File: config.mk
export PLATFORM = sky130hd
export DESIGN_NAME = pfloat_to_pfixed_param_flat
export DESIGN_NICKNAME = d
export VERILOG_FILES = /design/src/rtl/pfloat_to_pfixed_param_pkg.sv /design/src/rtl/pfloat_to_pfixed_param_if.sv /design/src/rtl/pfloat_to_pfixed_param_fix_align_shifter.sv /design/src/rtl/pfloat_to_pfixed_param.sv /design/src/flat_wrapper.sv
export SDC_FILE = /design/constraint.sdc
export NUM_CORES = 1
export LEC_CHECK = 0
export ABC_AREA = 1
export CORE_MARGIN = 2
export CORE_UTILIZATION = 45
export CTS_BUF_LIST = sky130_fd_sc_hd__clkbuf_4 sky130_fd_sc_hd__clkbuf_8
export CTS_CLUSTER_SIZE = 12
export DETAILED_ROUTE_END_ITERATION = 16
export PLACE_DENSITY = 0.59
export SYNTH_ARGS = -nofsm -noshare
export SYNTH_HDL_FRONTEND = slang
export SYNTH_SLANG_ARGS = --single-unit
File: constraint.sdc
create_clock -name clk -period 5.28 [get_ports clk]
set_input_delay 1.584 -clock clk [delete_from_list [all_inputs] [get_ports clk]]
set_output_delay 1.584 -clock clk [all_outputs]
set_load 0.03 [all_outputs]
File: src/rtl/pfloat_to_pfixed_param_pkg.sv
// Shared types and derived constants for the float-to-fixed converter.
// Shift limits are expressed in the exponent-derived shift domain used by CLASSIFY.
package pfloat_pkg;

    typedef enum logic [2:0] {
        IDLE,
        LOAD,
        CLASSIFY,
        ALIGN,
        ROUND,
        DONE
    } state_t;

    localparam logic RND_TRUNC = 1'b0;
    localparam logic RND_RNE   = 1'b1;

    function automatic int exp_bias(input int exp_w);
        return (1 << (exp_w - 1)) - 1;
    endfunction

    function automatic int acc_width(input int fix_w, input int man_w);
        return fix_w + man_w + 2;
    endfunction

    // Largest left shift that cannot reach the sign bit for any significand.
    function automatic int shift_max(input int fix_w, input int man_w);
        return fix_w - 2 - man_w;
    endfunction

    // Below this, the hidden one lands under the round bit and the result is always zero.
    function automatic int shift_min(input int man_w);
        return -(man_w + 2);
    endfunction

endpackage

File: src/rtl/pfloat_to_pfixed_param_if.sv
// Request/acknowledge bus between a datapath controller and the float-to-fixed converter.
interface pfloat_to_pfixed_param_if #(
    parameter int EXP_W = 8,
    parameter int MAN_W = 23,
    parameter int FIX_W = 32
);

    logic                   begin_ff;
    logic                   rnd_mode;
    logic [EXP_W+MAN_W:0]   f;
    logic                   ack_ff;
    logic                   busy;
    logic [FIX_W-1:0]       result;
    logic                   ovf;
    logic                   unf;
    logic                   inv;

    modport master (
        output begin_ff, rnd_mode, f,
        input  ack_ff, busy, result, ovf, unf, inv
    );

    modport slave (
        input  begin_ff, rnd_mode, f,
        output ack_ff, busy, result, ovf, unf, inv
    );

endinterface

File: src/rtl/pfloat_to_pfixed_param_fix_align_shifter.sv
// Multi-cycle alignment shifter: moves the significand at most SHSTEP places per step,
// keeping guard/round bits below the integer LSB and a sticky OR of everything lost.
module fix_align_shifter
    import pfloat_pkg::*;
#(
    parameter int ACC_W  = 57,
    parameter int AMT_W  = 6,
    parameter int SHSTEP = 4
) (
    input  logic             clk,
    input  logic             rst_ff,
    input  logic             load,
    input  logic             step_en,
    input  logic [ACC_W-1:0] sig_in,
    input  logic             left,
    input  logic [AMT_W-1:0] amount,
    output logic [ACC_W-1:0] acc,
    output logic             guard,
    output logic             round_bit,
    output logic             sticky,
    output logic             done
);

    logic [ACC_W+1:0] ext_q;
    logic [AMT_W-1:0] rem_q;
    logic             left_q;
    logic             sticky_q;
    logic [AMT_W-1:0] step;
    logic [ACC_W+1:0] drop_mask;

    always_comb begin
        step      = (rem_q > AMT_W'(SHSTEP)) ? AMT_W'(SHSTEP) : rem_q;
        drop_mask = ~({(ACC_W+2){1'b1}} << step);
        done      = (rem_q <= AMT_W'(SHSTEP));
    end

    // done is combinational so the FSM leaves ALIGN on the same edge as the final step.
    always_ff @(posedge clk) begin
        if (rst_ff) begin
            ext_q    <= '0;
            rem_q    <= '0;
            left_q   <= 1'b0;
            sticky_q <= 1'b0;
        end else if (load) begin
            ext_q    <= {sig_in, 2'b00};
            rem_q    <= amount;
            left_q   <= left;
            sticky_q <= 1'b0;
        end else if (step_en) begin
            if (left_q) begin
                ext_q <= ext_q << step;
            end else begin
                ext_q    <= ext_q >> step;
                sticky_q <= sticky_q | (|(ext_q & drop_mask));
            end
            rem_q <= rem_q - step;
        end
    end

    assign acc       = ext_q[ACC_W+1:2];
    assign guard     = ext_q[1];
    assign round_bit = ext_q[0];
    assign sticky    = sticky_q;

endmodule

File: src/rtl/pfloat_to_pfixed_param.sv
// Handshaked float-to-fixed converter with truncate/RNE rounding, saturation and
// exception flags; alignment is delegated to fix_align_shifter.
module pfloat_to_pfixed_param
    import pfloat_pkg::*;
#(
    parameter int EXP_W  = 8,
    parameter int MAN_W  = 23,
    parameter int FIX_W  = 32,
    parameter int FRAC_W = 16,
    parameter int SHSTEP = 4
) (
    input logic                    clk,
    input logic                    rst_ff,
    pfloat_to_pfixed_param_if.slave bus
);

    localparam int ACC_W  = acc_width(FIX_W, MAN_W);
    localparam int AMT_W  = $clog2(ACC_W + 1);
    localparam int BIAS   = exp_bias(EXP_W);
    localparam int SH_MAX = shift_max(FIX_W, MAN_W);
    localparam int SH_MIN = shift_min(MAN_W);

    localparam logic [FIX_W-1:0] SAT_POS = {1'b0, {(FIX_W-1){1'b1}}};
    localparam logic [FIX_W-1:0] SAT_NEG = {1'b1, {(FIX_W-1){1'b0}}};
    localparam logic [ACC_W:0]   MAX_POS = {{(ACC_W+2-FIX_W){1'b0}}, {(FIX_W-1){1'b1}}};
    localparam logic [ACC_W:0]   MIN_MAG = MAX_POS + 1'b1;

    state_t           state;
    logic             sign_q;
    logic [EXP_W-1:0] exp_q;
    logic [MAN_W-1:0] man_q;
    logic             rnd_q;

    int               sh;
    logic             sh_left;
    logic [AMT_W-1:0] sh_amt;
    logic             min_exact;

    logic [ACC_W-1:0] acc;
    logic             guard;
    logic             round_bit;
    logic             sticky;
    logic             align_done;

    logic             inc;
    logic [ACC_W:0]   mag;
    logic             ovf_r;
    logic [FIX_W-1:0] fix_mag;
    logic [FIX_W-1:0] fix_val;

    // Exactly -2^(FIX_W-1) lies one shift beyond SH_MAX but is representable, so it aligns normally.
    always_comb begin
        sh        = int'(exp_q) - BIAS + FRAC_W - MAN_W;
        sh_left   = (sh > 0);
        sh_amt    = AMT_W'(sh_left ? sh : -sh);
        min_exact = sign_q && (sh == SH_MAX + 1) && (man_q == '0);
    end

    fix_align_shifter #(
        .ACC_W  (ACC_W),
        .AMT_W  (AMT_W),
        .SHSTEP (SHSTEP)
    ) u_align (
        .clk       (clk),
        .rst_ff    (rst_ff),
        .load      (state == CLASSIFY),
        .step_en   (state == ALIGN),
        .sig_in    (ACC_W'({1'b1, man_q})),
        .left      (sh_left),
        .amount    (sh_amt),
        .acc       (acc),
        .guard     (guard),
        .round_bit (round_bit),
        .sticky    (sticky),
        .done      (align_done)
    );

    always_comb begin
        inc     = (rnd_q == RND_RNE) && guard && (round_bit || sticky || acc[0]);
        mag     = {1'b0, acc} + {{ACC_W{1'b0}}, inc};
        ovf_r   = sign_q ? (mag > MIN_MAG) : (mag > MAX_POS);
        fix_mag = mag[FIX_W-1:0];
        fix_val = sign_q ? -fix_mag : fix_mag;
    end

    always_ff @(posedge clk) begin
        if (rst_ff) begin
            state      <= IDLE;
            sign_q     <= 1'b0;
            exp_q      <= '0;
            man_q      <= '0;
            rnd_q      <= RND_TRUNC;
            bus.ack_ff <= 1'b0;
            bus.busy   <= 1'b0;
            bus.result <= '0;
            bus.ovf    <= 1'b0;
            bus.unf    <= 1'b0;
            bus.inv    <= 1'b0;
        end else begin
            case (state)
                IDLE: begin
                    if (bus.begin_ff) begin
                        {sign_q, exp_q, man_q} <= bus.f;
                        rnd_q    <= bus.rnd_mode;
                        bus.busy <= 1'b1;
                        bus.ovf  <= 1'b0;
                        bus.unf  <= 1'b0;
                        bus.inv  <= 1'b0;
                        state    <= LOAD;
                    end
                end
                LOAD: state <= CLASSIFY;
                CLASSIFY: begin
                    if (exp_q == '0) begin
                        bus.result <= '0;
                        bus.unf    <= (man_q != '0);
                        bus.ack_ff <= 1'b1;
                        bus.busy   <= 1'b0;
                        state      <= DONE;
                    end else if (&exp_q) begin
                        if (man_q != '0) begin
                            bus.inv    <= 1'b1;
                            bus.result <= '0;
                        end else begin
                            bus.ovf    <= 1'b1;
                            bus.result <= sign_q ? SAT_NEG : SAT_POS;
                        end
                        bus.ack_ff <= 1'b1;
                        bus.busy   <= 1'b0;
                        state      <= DONE;
                    end else if (sh > SH_MAX && !min_exact) begin
                        bus.ovf    <= 1'b1;
                        bus.result <= sign_q ? SAT_NEG : SAT_POS;
                        bus.ack_ff <= 1'b1;
                        bus.busy   <= 1'b0;
                        state      <= DONE;
                    end else if (sh < SH_MIN) begin
                        bus.result <= '0;
                        bus.unf    <= 1'b1;
                        bus.ack_ff <= 1'b1;
                        bus.busy   <= 1'b0;
                        state      <= DONE;
                    end else begin
                        state <= ALIGN;
                    end
                end
                ALIGN: begin
                    if (align_done) begin
                        state <= ROUND;
                    end
                end
                ROUND: begin
                    bus.result <= ovf_r ? (sign_q ? SAT_NEG : SAT_POS) : fix_val;
                    bus.ovf    <= ovf_r;
                    bus.unf    <= !ovf_r && (mag == '0);
                    bus.ack_ff <= 1'b1;
                    bus.busy   <= 1'b0;
                    state      <= DONE;
                end
                DONE: begin
                    if (!bus.begin_ff) begin
                        bus.ack_ff <= 1'b0;
                        state      <= IDLE;
                    end
                end
                default: state <= IDLE;
            endcase
        end
    end

endmodule
File: src/flat_wrapper.sv
// flat-port wrapper written by rule: the top's interface ports become plain ports
module pfloat_to_pfixed_param_flat import pfloat_pkg::*;
#(
    parameter int EXP_W  = 8,
    parameter int MAN_W  = 23,
    parameter int FIX_W  = 32,
    parameter int FRAC_W = 16,
    parameter int SHSTEP = 4
)
  (clk, rst_ff, bus_begin_ff, bus_rnd_mode, bus_f, bus_ack_ff, bus_busy, bus_result, bus_ovf, bus_unf, bus_inv);
  pfloat_to_pfixed_param_if #(.EXP_W(EXP_W), .MAN_W(MAN_W), .FIX_W(FIX_W)) bus_i ();
  input logic clk;
  input logic rst_ff;
  input wire logic [$bits(bus_i.begin_ff)-1:0] bus_begin_ff;
  input wire logic [$bits(bus_i.rnd_mode)-1:0] bus_rnd_mode;
  input wire logic [$bits(bus_i.f)-1:0] bus_f;
  output wire logic [$bits(bus_i.ack_ff)-1:0] bus_ack_ff;
  output wire logic [$bits(bus_i.busy)-1:0] bus_busy;
  output wire logic [$bits(bus_i.result)-1:0] bus_result;
  output wire logic [$bits(bus_i.ovf)-1:0] bus_ovf;
  output wire logic [$bits(bus_i.unf)-1:0] bus_unf;
  output wire logic [$bits(bus_i.inv)-1:0] bus_inv;
  assign bus_i.begin_ff = bus_begin_ff;
  assign bus_i.rnd_mode = bus_rnd_mode;
  assign bus_i.f = bus_f;
  assign bus_ack_ff = bus_i.ack_ff;
  assign bus_busy = bus_i.busy;
  assign bus_result = bus_i.result;
  assign bus_ovf = bus_i.ovf;
  assign bus_unf = bus_i.unf;
  assign bus_inv = bus_i.inv;
  pfloat_to_pfixed_param #(.EXP_W(EXP_W), .MAN_W(MAN_W), .FIX_W(FIX_W), .FRAC_W(FRAC_W), .SHSTEP(SHSTEP)) u_core (.clk(clk), .rst_ff(rst_ff), .bus(bus_i));
endmodule
After elaboration in Yosys (flattened, before gate mapping)
Index checks and enable logic that the tools add are counted.
{ "word_totals": {"regBits": 140, "input_bits": 36, "output_inout_bits": 37} }
{ "op_classes": {"addsub": 7, "n_lt_le_gt_ge": 7, "eq_ne": 18, "n_shift": 3, "mux": 51, "bitwise_logic": 4, "reduce_logical": 32} }
{ "ops": {"columns": ["cell", "count"], "rows": [
  ["2-to-1 mux 32 bit", 8],
  ["one-hot mux 32 bit (2 select lines)", 1],
  ["AND 59 bit", 1],
  ["2-to-1 mux 59 bit", 1],
  ["inverter 59 bit", 1],
  ["OR reduction 59 bit", 1],
  ["left shift 59 x 6 -> 59 bit", 1],
  ["left shift 59 x 6 -> 59 bit, first input constant", 1],
  ["right shift 59 x 6 -> 59 bit", 1],
  ["adder 57 x 1 -> 58 bit", 1],
  ["> comparator 58 x 31 -> 1 bit, second input constant", 1],
  ["> comparator 58 x 32 -> 1 bit, second input constant", 1],
  ["zero test 58 bit", 1],
  ["2-to-1 mux 26 bit", 2],
  ["adder 32 x 6 -> 32 bit, second input constant", 1],
  ["equality test 32 x 5 -> 1 bit, second input constant", 1],
  ["> comparator 32 x 1 -> 1 bit, second input constant", 1],
  ["> comparator 32 x 4 -> 1 bit, second input constant", 1],
  ["less-than comparator 32 x 6 -> 1 bit, second input constant", 1],
  ["negation 32 bit", 1],
  ["subtractor 32 x 6 -> 32 bit, second input constant", 1],
  ["2-to-1 mux 6 bit", 4],
  ["zero test 23 bit", 1],
  ["nonzero test 23 bit", 1],
  ["other kinds (33)", 87]
]} }

Longest topological paths before layout
{ "depth": {"word_depth": 12, "ltp_mapped": 23, "depth_no_buf": 23} }

Modules after synthesis
A second synthesis with hierarchy kept.
{ "hier_totals": {"hier_cells": 2519, "area_unflattened_um2": 14273.7} }
{ "by_module_without_submodules": {"columns": ["mod", "n_inst", "cells_each", "area_each_um2", "seq_area_each_um2"], "rows": [
  ["fix_align_shifter", 1, 1328, 7198.2, 1341.3],
  ["pfloat_to_pfixed_param", 1, 1191, 7075.5, 1461.4]
]} }

Worst setup path before layout
Ideal clock, no wire load.
{ "synth_timing": {"kind": "reg2reg", "start": "register u_core.exp_q[0]", "end": "register u_core.bus.result[10]", "arrival_time_ns": 3.119, "required_time_ns": 5.164, "setup_slack_ns": 2.045, "path_stages_with_launch": 21, "path_buffers": 1, "period_less_slack_ns": 3.235, "path_cell_list": "dfxtp_1 ha_1 nand2_1 nor3_1 xor2_1 nor2_2 nand3_2 ha_1 inv_1 nand4_1 nor4_1 nand4_1 nor3_2 nand4_1 nand2_2 nand2_1 nand2_1 nor2_1 nor2_4 buf_6 a21oi_2"} }
{ "synth_between": {"elab_chain_cells": 12, "elab_cells_between_ends": 18, "classes_between": "3 x add/sub; 2 x order compare; 2 x eq/ne; 4 x mux; 7 x reduce/logical"} }
{ "synth_rtl": {"columns": ["item", "line", "rtl"], "rows": [
  ["start, declared", "pfloat_to_pfixed_param.sv:30", "logic [EXP_W-1:0] exp_q;"],
  ["start signal, assigned", "pfloat_to_pfixed_param.sv:103", "{sign_q, exp_q, man_q} <= bus.f;"],
  ["branches (longest 12 deep; another with adder 32 x 6 -> 32 bit)", null, null],
  ["end signal, assigned", "pfloat_to_pfixed_param.sv:126", "bus.result <= sign_q ? SAT_NEG : SAT_POS;"],
  ["end signal, assigned", "pfloat_to_pfixed_param.sv:133", "bus.result <= sign_q ? SAT_NEG : SAT_POS;"],
  ["end signal, assigned", "pfloat_to_pfixed_param.sv:153", "bus.result <= ovf_r ? (sign_q ? SAT_NEG : SAT_POS) : fix_val;"],
  ["end, declared", "pfloat_to_pfixed_param_if.sv:25", "output ack_ff, busy, result, ovf, unf, inv"]
]} }
Parallel ways; which one is timed is not known.
A chain may end at the register's enable or synchronous reset.

Final worst setup path
{ "layout_timing": {"start": "register u_core.exp_q[0]", "end": "register u_core.bus.result[0]"} }
The elaborated chain is that of the path after synthesis.

==> impl_metrics.ini <==
[logic_synthesis]
netlist_area_um2 = 13610
synth_nets = 2397
synthSimpleGateAreaFrac = 0.3848
synth_edf_count = 0
synthMuxAreaShare = 0.03824
synth_warnings = 0
synth-seq-cells = 140
synth_area_leaders = dfxtp_1 21%, nand2_1 20%, o21ai_0 8.6%
seq_area_frac_synth = 0.2059
synth_fa_ha_area_frac = 0.01471
synth_top_area_cell = dfxtp_1
ys.flop_type = dfxtp_1
synthCells = 2345
yosys.area_share.xor_xnor = 0.02537
avgSynthCellArea_um2 = 5.805
synth_top_family_by_area = simple AND/OR/NAND/NOR gates
synth.distinct_cells = 55
synthArstFlopShare = 0
yosysTopAreaCellShare = 0.2059
synth_compound_area_frac = 0.2210

[power]
power_leakage_nw = 6.810
fin_total_pwr_w = 0.007419
ir_drop_mv = 0.4188
power_density_nw_per_um2 = 496.1

[setup_path]
crit_fanout = 31
rr_endpoint = u_core.bus.result[0]$_SDFFE_PP0P_
crit_path_start_kind = flop
required_ns = 5.62
critPathArrivalTime_ns = 4.85
slowest_delay_ns = 0.89
cp-end-kind = flop
reg2reg_from = u_core.exp_q[0]$_SDFFE_PP0P_
ff2ff_path_depth = 19
r2r_slack_ns = 0.77
critPathSlowestCell = nor2_4
path_cells = ha_1, nand2_1, nor3_1, xor2_1, nor2_2, nand3_2, ha_1, inv_1, nand4_1, nor4_1, nand4_1, nor3_2, nand4_1, nand2_2, nand2_1, nand2_1, nor2_1, nor2_4, a21oi_1
path_class = flop to flop

[detailed_routing]
vias_per_cell = 5.693
wirelength_um = 50230
drt_iter0_drc = 1887
wire_per_inst_um = 18.29
ant_nets = 0
route.detailed.drc = 0
dr.pass1.iters = 8
vias = 15640

[placed_design]
place_area_um2 = 14520
port_buffers = 72
dp.cells = 2715
gp_congestion = 1.007
dp.final_hpwl_um = 37780

[sta]
slew_headroom = 0.1954
rsz0062_at_grt = no
slew_viol_final = 0
fin_hold_ws_ns = 0.4678
final-hold-violation-count = 0
final.setup.tns_ns = 0
min_period_ns = 4.505
skew_ns = 0.02435
fin_crit_sh = 0.8533
worstMarginPinSlew_ns = 1.204
setup_viol = 0
max_freq_mhz = 222.0

[cells_and_area]
diodes = 0
instances_no_fill = 2747
syn2layout_area_growth_pct = 9.844
fin_nets = 2396
multi_input_area_um2 = 9364
fillers = 3176
regArea_um2 = 2803
fin_area_um2 = 14950
drive_above_1_share = 0.08061

[floorplan]
die-area_um2 = 31660
coreArea_um2 = 29720
chipHeight_um = 177.9
initial_utilization = 0.4581
die_w_um = 177.9
rows = 63
io_pins = 73

[clocking]
clk_pin_slew_worst_paths_ns = 0.08
post-cts-setup-buffers = 0
cts.sinks = 140
cts_made_buffers = 17
cts_buffer_depth = 2
cts_resized = 0
cts-htree-levels = 4
clock_latency_ns = 0.51
tritoncts = yes
cts_hold_buf = 0
clockRootBuffer = clkbuf_8

[grt]
grt_pass1_vias = 14177
met1_usage = 0.4627
use_met3 = 0.06041
grt_overflow = 0
grtUsageMet2 = 0.4784
grt_antenna_before_repair = 1
track_usage = 0.3199
grt_pass1_wl_um = 79050
grt_max_degree = 80
grt_busiest_layer = met2

[worst_hold_path]
whs_path_depth = 2
min_from = u_core.u_align.sticky$_SDFFE_PP0P_
hold_end = u_core.u_align.sticky$_SDFFE_PP0P_
holdCritPathClass = flop to flop

[run]
cap_violations = 0

[outcome]
status = complete, no violations
-- routing by layer --
metal  routed length, um  share of wire
met1               23660           0.47
met2               21340           0.42
met3                4083          0.081
met4                1139          0.023
met5                  13        0.00026
-- flip-flops by register name, summed over array words and instances, names as in the netlist --
| signal | flops |
|---|---|
| u_core.rnd_q | 1 |
| u_core.bus.ack_ff | 1 |
| u_core.u_align.rem_q | 6 |
| u_core.u_align.left_q | 1 |
| u_core.u_align.ext_q | 59 |
| u_core.bus.unf | 1 |
| u_core.sign_q | 1 |
| u_core.exp_q | 8 |
| u_core.man_q | 23 |
| u_core.state | 3 |
| u_core.u_align.sticky | 1 |
| u_core.bus.ovf | 1 |
| u_core.bus.inv | 1 |
| u_core.bus.result | 32 |
| u_core.bus.busy | 1 |
-- cell usage after synthesis (5+ instances only) --
| library cell | n |
|---|---|
| ha_1 | 16 |
| nand2_1 | 743 |
| inv_1 | 248 |
| o21a_1 | 9 |
| nand3_1 | 98 |
| nor2_1 | 224 |
| a21oi_1 | 110 |
| buf_1 | 14 |
| mux2i_1 | 52 |
| nand2_4 | 6 |
| o221ai_1 | 9 |
| nor2_2 | 13 |
| nor4_1 | 5 |
| o21ai_0 | 233 |
| buf_2 | 10 |
| nand2_2 | 37 |
| xor2_1 | 28 |
| a21oi_2 | 32 |
| nor2_8 | 6 |
| a211oi_1 | 9 |
| nand4_1 | 39 |
| nor2_4 | 8 |
| nand3_2 | 6 |
| o22ai_1 | 11 |
| or2_2 | 5 |
| clkinv_1 | 6 |
| a221oi_1 | 23 |
| a31oi_1 | 36 |
| inv_2 | 6 |
| nor3_1 | 15 |
| dfxtp_1 | 140 |
| o211ai_1 | 18 |
| clkbuf_1 | 82 |
-- power breakdown --
part           leakage, nW  total [W]  switching (W)  internal (W)
sequential            1.14    0.00161       0.000288       0.00132
combinational         5.45    0.00481        0.00331       0.00150
clock                0.218   0.000994       0.000491      0.000503
total                 6.81    0.00742        0.00409       0.00333
-- worst max-delay path by stage --
stage / to / slack [ns] / cells after the start / startpoint
after CTS: u_core.bus.result[0]$_SDFFE_PP0P_ / 0.81 / 19 / u_core.exp_q[0]$_SDFFE_PP0P_
after global routing: u_core.bus.result[0]$_SDFFE_PP0P_ / 0.38 / 19 / u_core.exp_q[0]$_SDFFE_PP0P_
final: u_core.bus.result[0]$_SDFFE_PP0P_ / 0.77 / 19 / u_core.exp_q[0]$_SDFFE_PP0P_
after floorplan: u_core.bus.result[10]$_SDFFE_PP0P_ / 2.05 / 20 / u_core.exp_q[0]$_SDFFE_PP0P_
after global placement: u_core.bus.result[0]$_SDFFE_PP0P_ / 0.94 / 17 / u_core.exp_q[0]$_SDFFE_PP0P_
after detailed placement: u_core.bus.result[0]$_SDFFE_PP0P_ / 0.80 / 19 / u_core.exp_q[0]$_SDFFE_PP0P_
-- logic make-up (layout without fill, tap and decap cells) --
group,count (synthesis),after routing
XOR/XNOR,36,36
AO/OA/AOI/OAI,511,511
adder cells (fa/ha/maj),16,16
AND/OR/NAND/NOR,1214,1214
buffers and inverters,375,387
other,1,1
flip-flops,140,140
multiplexers,52,52
-- layout make-up --
cell class              instances  area share
clock buffers                  20     0.01799
flip-flops and latches        140      0.1874
well taps                     390     0.03263
clock inverters                12     0.01071
inverters                     260     0.06527
repair buffers                 95     0.05974
multi-input cells            1830      0.6262
-- critical path: cells and delay by family, from the launching register on --
family | cells | cell delay (ns)
and+or+nand+nor | 14 | 2.93
xor gates and xnor gates | 1 | 0.17
DFF | 1 | 0.47
adders and majority gates | 2 | 0.54
AOI/OAI and AO/OA | 1 | 0.16
buffers and inverters | 1 | 0.07
-- cell usage in the layout, fill, tap and decap left out, types with 15 or more instances in the layout --
master / count
nor3_1: 15
dfxtp_1: 140
a21oi_2: 32
nand3_1: 98
a21oi_1: 110
nand2_1: 741
clkbuf_8: 19
nand4_1: 39
nor2_1: 217
nand2_2: 37
a221oi_1: 23
clkdlybuf4s50_1: 72
xor2_1: 28
a31oi_1: 36
nor2_2: 17
o211ai_1: 18
buf_4: 23
inv_1: 248
mux2i_1: 52
ha_1: 16
o21ai_0: 233
-- through the flow --
stage | setup WS [ns] | utilization
2_1_floorplan | 2.045 | -
3_3_place_gp | 0.9388 | 0.4887
3_5_place_dp | 0.8042 | 0.4887
4_1_cts | 0.8053 | 0.5032
5_1_grt | 0.3807 | 0.5032
6_report | 0.7746 | 0.5032
No activity file was read; power rests on OpenSTA's default activity.
